==> src/rtl/dff_reg_rr_arbiter.sv <==
// Round-robin write arbiter owning one shared W-bit register (req/gnt/release handshake).
// Optional release timeout with sticky err flag is built when ARB_TIMEOUT_EN is defined.
module dff_reg_rr_arbiter #(
  parameter int unsigned N  = 4,
  parameter int unsigned W  = 8,
  parameter int unsigned OW = 2,
  parameter int unsigned TO = 15
) (
  input  logic           clk,
  input  logic           rst,
  input  logic [N-1:0]   req,
  input  logic [N*W-1:0] wdata,
  output logic [N-1:0]   gnt,
  output logic [W-1:0]   q,
  output logic           busy,
  output logic [OW-1:0]  owner,
  output logic           err
);

  // Elaboration-time parameter sanity checks
  if (N < 2 || N > 16) begin : g_bad_n
    $error("dff_reg_rr_arbiter: N must be 2..16");
  end
  if ((1 << OW) < N) begin : g_bad_ow
    $error("dff_reg_rr_arbiter: OW too narrow for N");
  end
  if (TO < 1) begin : g_bad_to
    $error("dff_reg_rr_arbiter: TO must be >= 1");
  end

  typedef enum logic [1:0] {
    S_IDLE    = 2'd0,
    S_GRANT   = 2'd1,
    S_RELEASE = 2'd2
  } state_t;

  state_t         r_state;
  state_t         w_state_nxt;
  logic           w_arb;
  logic           w_write;
  logic           w_tmo;
  logic           w_found;
  logic [OW-1:0]  w_idx;
  logic [OW-1:0]  w_winner;
  logic [W-1:0]   w_lanes [N];
  logic [N-1:0]   r_gnt;
  logic [W-1:0]   r_q;
  logic           r_busy;
  logic [OW-1:0]  r_owner;
  logic [OW-1:0]  r_last;
  logic           r_err;

  // Split the flat write-data bus into per-requester lanes
  always_comb begin
    for (int unsigned i = 0; i < N; i++) begin
      w_lanes[i] = wdata[i*W +: W];
    end
  end

  // Round-robin search starting just after the last winner
  always_comb begin
    w_winner = '0;
    w_found  = 1'b0;
    w_idx    = '0;
    for (int unsigned i = 1; i <= N; i++) begin
      w_idx = OW'((32'(r_last) + i) % N);
      if (!w_found && req[w_idx]) begin
        w_found  = 1'b1;
        w_winner = w_idx;
      end
    end
  end

`ifdef ARB_TIMEOUT_EN
  localparam int unsigned CW = $clog2(TO + 1);
  logic [CW-1:0] r_cnt;
`endif

  always_ff @(posedge clk) begin
    if (!rst) begin
      r_state <= S_IDLE;
    end else begin
      r_state <= w_state_nxt;
    end
  end

  always_comb begin
    w_state_nxt = r_state;
    w_arb       = 1'b0;
    w_write     = 1'b0;
    w_tmo       = 1'b0;
    case (r_state)
      S_IDLE: begin
        if (w_found) begin
          w_state_nxt = S_GRANT;
          w_arb       = 1'b1;
        end
      end
      S_GRANT: begin
        w_state_nxt = S_RELEASE;
        w_write     = 1'b1;
      end
      S_RELEASE: begin
        if (!req[r_owner]) begin
          w_state_nxt = S_IDLE;
`ifdef ARB_TIMEOUT_EN
        end else if (r_cnt == CW'(TO - 1)) begin
          w_state_nxt = S_IDLE;
          w_tmo       = 1'b1;
`endif
        end
      end
      default: begin
        w_state_nxt = S_IDLE;
      end
    endcase
  end

  // Datapath and registered outputs
  always_ff @(posedge clk) begin
    if (!rst) begin
      r_gnt   <= '0;
      r_q     <= '0;
      r_busy  <= 1'b0;
      r_owner <= '0;
      r_last  <= OW'(N - 1);
    end else begin
      r_busy <= (w_state_nxt != S_IDLE);
      r_gnt  <= w_arb ? ({{(N-1){1'b0}}, 1'b1} << w_winner) : '0;
      if (w_arb) begin
        r_owner <= w_winner;
        r_last  <= w_winner;
      end
      if (w_write) begin
        r_q <= w_lanes[r_owner];
      end
    end
  end

`ifdef ARB_TIMEOUT_EN
  // Release timeout counter and sticky error flag
  always_ff @(posedge clk) begin
    if (!rst) begin
      r_cnt <= '0;
      r_err <= 1'b0;
    end else begin
      if (w_write) begin
        r_cnt <= '0;
      end else if (r_state == S_RELEASE) begin
        r_cnt <= r_cnt + CW'(1);
      end
      if (w_tmo) begin
        r_err <= 1'b1;
      end
    end
  end
`else
  assign r_err = 1'b0;
  logic w_unused_tmo;
  assign w_unused_tmo = w_tmo;
`endif

  assign gnt   = r_gnt;
  assign q     = r_q;
  assign busy  = r_busy;
  assign owner = r_owner;
  assign err   = r_err;

endmodule

==> config.mk <==
export PLATFORM = sky130hd
export DESIGN_NAME = dff_reg_rr_arbiter
export DESIGN_NICKNAME = d
export VERILOG_FILES = /design/src/rtl/dff_reg_rr_arbiter.sv
export SDC_FILE = /design/constraint.sdc
export NUM_CORES = 1
export LEC_CHECK = 0
export BUFFER_PORTS_ARGS = -buffer_cell sky130_fd_sc_hd__buf_2
export CAP_MARGIN = 40
export CORE_ASPECT_RATIO = 1.1
export CORE_MARGIN = 1
export CORE_UTILIZATION = 47
export CTS_CLUSTER_DIAMETER = 100
export CTS_CLUSTER_SIZE = 24
export DETAILED_ROUTE_END_ITERATION = 16
export PLACE_DENSITY_LB_ADDON = 0.05
export SETUP_SLACK_MARGIN = 0.3
export SYNTH_ARGS = -nofsm -noshare
export SYNTH_HDL_FRONTEND = slang
export SYNTH_SLANG_ARGS = --single-unit
==> constraint.sdc <==
create_clock -name clk -period 2.5 [get_ports clk]
set_input_delay 0.125 -clock clk [delete_from_list [all_inputs] [get_ports clk]]
set_output_delay 0.125 -clock clk [all_outputs]
set_load 0.005 [all_outputs]
== Word-level counts from Yosys, hierarchy flattened ==
Cells that the tools add are included.

* Register bits after elaboration: 19
* Latch bits: 0
* Memory bits (writable): 0
* Bits in read-only memories: 0
* Input bits: 38
* Output and inout bits: 16
* Logic and storage cells: 56
* Memories kept: 0

* Add/subtract/negate cells: 4
* Multipliers: 0
* Div/mod/pow operators: 0
* Order comparisons: 6
* Equal/unequal tests: 2
* Shift-type cells: 1
* Mux-type cells: 27
* Bitwise logic cells: 1
* Reductions and logical operators: 9

{| class="wikitable"
|+ Operators with widths
! kind !! number
|-
| $bmux 8 s2 || 1
|-
| $mux 8 || 2
|-
| $lt 2x3->1 const B || 5
|-
| $mux 1 || 12
|-
| $mux 2 || 6
|-
| $bmux 1 s2 || 5
|-
| $pmux 2 s3 || 1
|-
| $add 2x1->2 const B || 2
|-
| $add 2x2->2 const B || 2
|-
| $shl 1x2->4 const A || 1
|-
| $ge 3x3->1 const B || 1
|-
| $logic_and 1x1->1 || 3
|-
| $logic_not 1->1 || 3
|-
| $not 2->3 || 1
|-
| $eq 2x1->1 const B || 1
|-
| $eq 2x2->1 const B || 1
|-
| $logic_not 2->1 || 1
|-
| $reduce_and 2->1 || 1
|-
| $reduce_bool 2->1 || 1
|}

== Longest topological paths before layout ==
* Depth after elaboration: 16
* Gate-level depth with buffers: 5
* Depth with buffers taken out: 3

== Worst setup path before layout ==
OpenSTA, ideal clock, no wires.

* Path kind: reg2reg
* Start: register r_owner[1], in the netlist owner[1]
* End: register r_state[1]
* Library setup time: 0.118 ns
* Arrival: 1.242 ns
* Required time: 2.382 ns
* Path slack: 1.140 ns
* Stages on the path, launching flop included: 5
* Buffers on the path: 1
* Period minus slack after synthesis: 1.360 ns
* Cell sequence: dfxtp_1 > buf_2 > mux4_1 > nand3b_1 > a21oi_1

* Word-level cells in the longest chain between the ends: 4

{| class="wikitable"
|+ Ends and longest elaborated chain
! what !! line !! text
|-
| from (decl) || 49 || <nowiki>logic [OW-1:0] r_owner;</nowiki>
|-
| from (signal assigned) || 131 || <nowiki>r_owner <= w_winner;</nowiki>
|-
| $bmux 1 s2 || 104 || <nowiki>if (!req[r_owner]) begin</nowiki>
|-
| $mux 1 (implied by the code) || 104 ||
|-
| $mux 2 || 104 ||
|-
| $pmux 2 s3 || 92 || <nowiki>case (r_state)</nowiki>
|-
| to (signal assigned) || 83 || <nowiki>r_state <= w_state_nxt;</nowiki>
|-
| to (decl) || 37 || <nowiki>state_t r_state;</nowiki>
|}

No other way between the ends. The select of a mux whose other input is x is not followed.
A chain may end at the register's enable or synchronous reset.

== Worst setup path in the final report ==
* Start: register r_owner[0], in the netlist owner[0]
* End: register r_q[7], in the netlist q[7]

* Word-level cells in the longest chain between the ends: 4

{| class="wikitable"
|+ Ends and longest elaborated chain
! what !! line !! text
|-
| $not 2->3 (implied by the code) || 135 || <nowiki>r_q <= w_lanes[r_owner];</nowiki>
|-
| $bmux 8 s2 || 135 ||
|-
| $mux 8 (implied by the code) (2 in series) || 135 ||
|-
| to (signal assigned) || 135 ||
|-
| to (decl) || 47 || <nowiki>logic [W-1:0] r_q;</nowiki>
|}

No other way between the ends. The select of a mux whose other input is x is not followed.

==> impl_metrics.json <==
{
  "htreeDepth": 1,
  "drv_slew": 0,
  "synth_common_cells": "dfxtp_1 (19), nand2_1 (9), mux4_2 (8), o2bb2ai_1 (8)",
  "worst_pin_slew_ns": 0.5951,
  "status": "finished clean",
  "initial_core_util_pct": 50.13,
  "die_h_um": 50.43,
  "yosysWarnings": 0,
  "min_path_cells": 3,
  "wl_per_cell_um": 13.49,
  "rows": 17,
  "fin_setup_tns_ns": 0,
  "setup_viol": 0,
  "power.share.sequential_pct": 49.8,
  "fin_crit_sh_pct": 61.03,
  "cts_resized": 0,
  "cp_slowest_stage_delay_ns": 0.72,
  "p_leak_nw": 0.5800,
  "rsz0062_at_grt": "no",
  "synth_top_cell_by_area": "dfxtp_1",
  "diodes": 0,
  "ir_drop_mv": 0.4748,
  "antenna_found_initial": 0,
  "num_io_pins": 54,
  "grt_pass1_vias": 890,
  "fill_cells": 197,
  "track_usage_pct": 22.25,
  "postCtsSetupBuffers": 0,
  "nets": 182,
  "synthDistinctLibCells": 36,
  "synth-edff-count": 0,
  "gp_congestion": 0.7794,
  "crit_arrival_ns": 1.72,
  "critPathRequiredTime_ns": 2.69,
  "min-delay-start": "rst",
  "dieWidth_um": 46.03,
  "regToRegSetupSlack_ns": 0.97,
  "critPathSlowestCell": "dfxtp_1",
  "r2r-start": "owner[0]$_SDFFE_PN0P_",
  "drc": 0,
  "drive_above_1_share_pct": 48.25,
  "clock.fmax_mhz": 655.4,
  "ys.flop_type": "dfxtp_1",
  "cap_violations": 0,
  "powerDensity_mw_per_mm2": 576.3,
  "syn_nets": 131,
  "cts.sinks": 19,
  "p_clk_share_pct": 20.4,
  "p_comb_share_pct": 29.9,
  "worstReg2RegEnd": "q[7]$_SDFFE_PN0P_",
  "rr_worst_depth": 2,
  "path_class": "reg -> reg",
  "cts_made_buffers": 3,
  "path_cells": "mux4_2 > o2bb2ai_1",
  "maxSlewHeadroom_pct": 60.27,
  "postRouteAntennaNets": 0,
  "sw_frac_of_total_pct": 29.44,
  "synthCells": 93,
  "switchingPower_w": 0.0002205,
  "clock_latency_ns": 0.29,
  "drt-initial-drc-count": 15,
  "drt-total-wl_mm": 2.306,
  "synth-async-reset-ratio_pct": 0,
  "dp_hpwl_mm": 1.821,
  "numPortBuffers": 52,
  "hold_violations": 0,
  "hold_slack_ns": 0.1965,
  "layout_min_cycle_time_ns": 1.526,
  "firstDrtPassIters": 4,
  "path_clk_slew_ns": 0.11,
  "clock_path_buffers": 2,
  "postCtsHoldBufs": 0,
  "finClkSkew_ns": 0.002266,
  "area_growth_pct": 29.71,
  "synth.area.top_cells": "dfxtp_1 (38%), mux4_2 (18%), o2bb2ai_1 (7.0%), nand2_1 (3.4%), mux4_1 (2.6%)",
  "synthMostInstantiatedCell": "dfxtp_1",
  "synth_area_per_cell_um2": 10.78,
  "seq_area_frac_synth_pct": 37.95,
  "avgViaCountPerCell": 5.556,
  "grt-ovfl-total": 0,
  "p_int_w": 0.0005287,
  "core_area_mm2": 0.001999,
  "design.die.area_mm2": 0.002321,
  "end_kind": "register",
  "hold_class": "in -> reg",
  "ys_ff_latch": 19,
  "synth_area_mm2": 0.001002,
  "ctsRootBufferMaster": "clkbuf_4",
  "worstHoldEndpoint": "q[2]$_SDFFE_PN0P_",
  "grt_pass1_wl_mm": 3.746,
  "yosys.area.top_type_share_pct": 37.95,
  "grt_max_degree": 14,
  "startpoint_type": "register",
  "crit_fanout": 11,
  "cts_tree": "done",
  "num_vias": 950
}
-- worst max path at each step --
| stage | end | start | depth (start not counted) | slack, ns |
|---|---|---|---|---|
| 6_report | q[7]$_SDFFE_PN0P_ | owner[0]$_SDFFE_PN0P_ | 2 | 0.97 |
| 5_1_grt | q[1]$_SDFFE_PN0P_ | owner[0]$_SDFFE_PN0P_ | 2 | 0.86 |
| 4_1_cts | q[0]$_SDFFE_PN0P_ | owner[0]$_SDFFE_PN0P_ | 2 | 0.95 |
| 3_5_place_dp | q[0]$_SDFFE_PN0P_ | owner[0]$_SDFFE_PN0P_ | 2 | 0.96 |
| 3_3_place_gp | q[3]$_SDFFE_PN0P_ | owner[0]$_SDFFE_PN0P_ | 2 | 0.99 |
| 2_1_floorplan | r_state[1]$_SDFF_PN0_ | owner[1]$_SDFFE_PN0P_ | 4 | 1.14 |
-- power by group through the flow --
stage / Combinational [W] / Clock [W] / Sequential, W
floorplan: 0.000162 / 0 / 0.000363
global placement: 0.000219 / 0 / 0.000378
detailed placement: 0.000224 / 0 / 0.000380
CTS: 0.000225 / 0.000158 / 0.000373
global route: 0.000247 / 0.000169 / 0.000379
finish: 0.000224 / 0.000153 / 0.000373
-- cells in the final DEF, fill, tap and decap left out, types with 2 or more instances in the layout --
| cell type | count |
|---|---|
| dfxtp_1 | 19 |
| nor2b_1 | 3 |
| buf_2 | 52 |
| o2bb2ai_1 | 8 |
| a21oi_1 | 4 |
| mux4_2 | 8 |
| nand2_1 | 9 |
| clkbuf_4 | 3 |
| or2_2 | 2 |
| o22ai_1 | 2 |
| inv_1 | 3 |
| buf_4 | 2 |
| nand2b_1 | 2 |
| nor4b_1 | 2 |
| a211oi_1 | 3 |
-- per-layer routing --
metal  wire length [um]  global-route usage [%]
met3                202                   4.317
met1                863                   24.31
met5                  0                       0
met2               1222                   40.61
met4                 17                   7.843
-- worst max-delay path: cells and delay by family, from the launching register on --
family | cells | cell delay (ns)
compound gates | 1 | 0.14
mux | 1 | 0.58
flops | 1 | 0.72
-- cell type report --
type | instances | area (um2) | share of cell area [%]
clock buffers | 3 | 22.52 | 1.732
clock inverters | 1 | 5.005 | 0.3850
inverters | 3 | 11.26 | 0.8662
multi-input cells | 63 | 570.5 | 43.89
flip-flops and latches | 19 | 380.4 | 29.26
well taps | 28 | 35.03 | 2.695
repair buffers | 54 | 275.3 | 21.17
-- registers in the layout, summed over array words and instances (netlist names) --
name,cells
r_last,2
busy,1
owner,2
r_state,2
gnt,4
q,8
-- logic make-up (layout without fill, tap and decap cells) --
kind of cell    Yosys count  after routing  share of synthesized area [%]
flops                    19             19                          37.95
simple gates             25             25                          14.23
mux                      10             10                          21.60
compound gates           27             27                          20.73
buf+inv                  11             61                          5.119
other cells               1              1                         0.3742
-- metrics by stage --
step | setup slack (ns) | utilization, % | instances | total power [W] | instance area, um2
CTS | 0.9506 | 65.02 | 171 | 0.0007567 | 1300
global placement | 0.9923 | 63.64 | 167 | 0.0005970 | 1272
detailed placement | 0.9608 | 63.64 | 167 | 0.0006046 | 1272
floorplan | 1.140 | - | 93 | 0.0005251 | 1002
finish | 0.9742 | 65.02 | 171 | 0.0007492 | 1300
global route | 0.8556 | 65.02 | 171 | 0.0007951 | 1300
No activity file was read; power rests on OpenSTA's default activity.
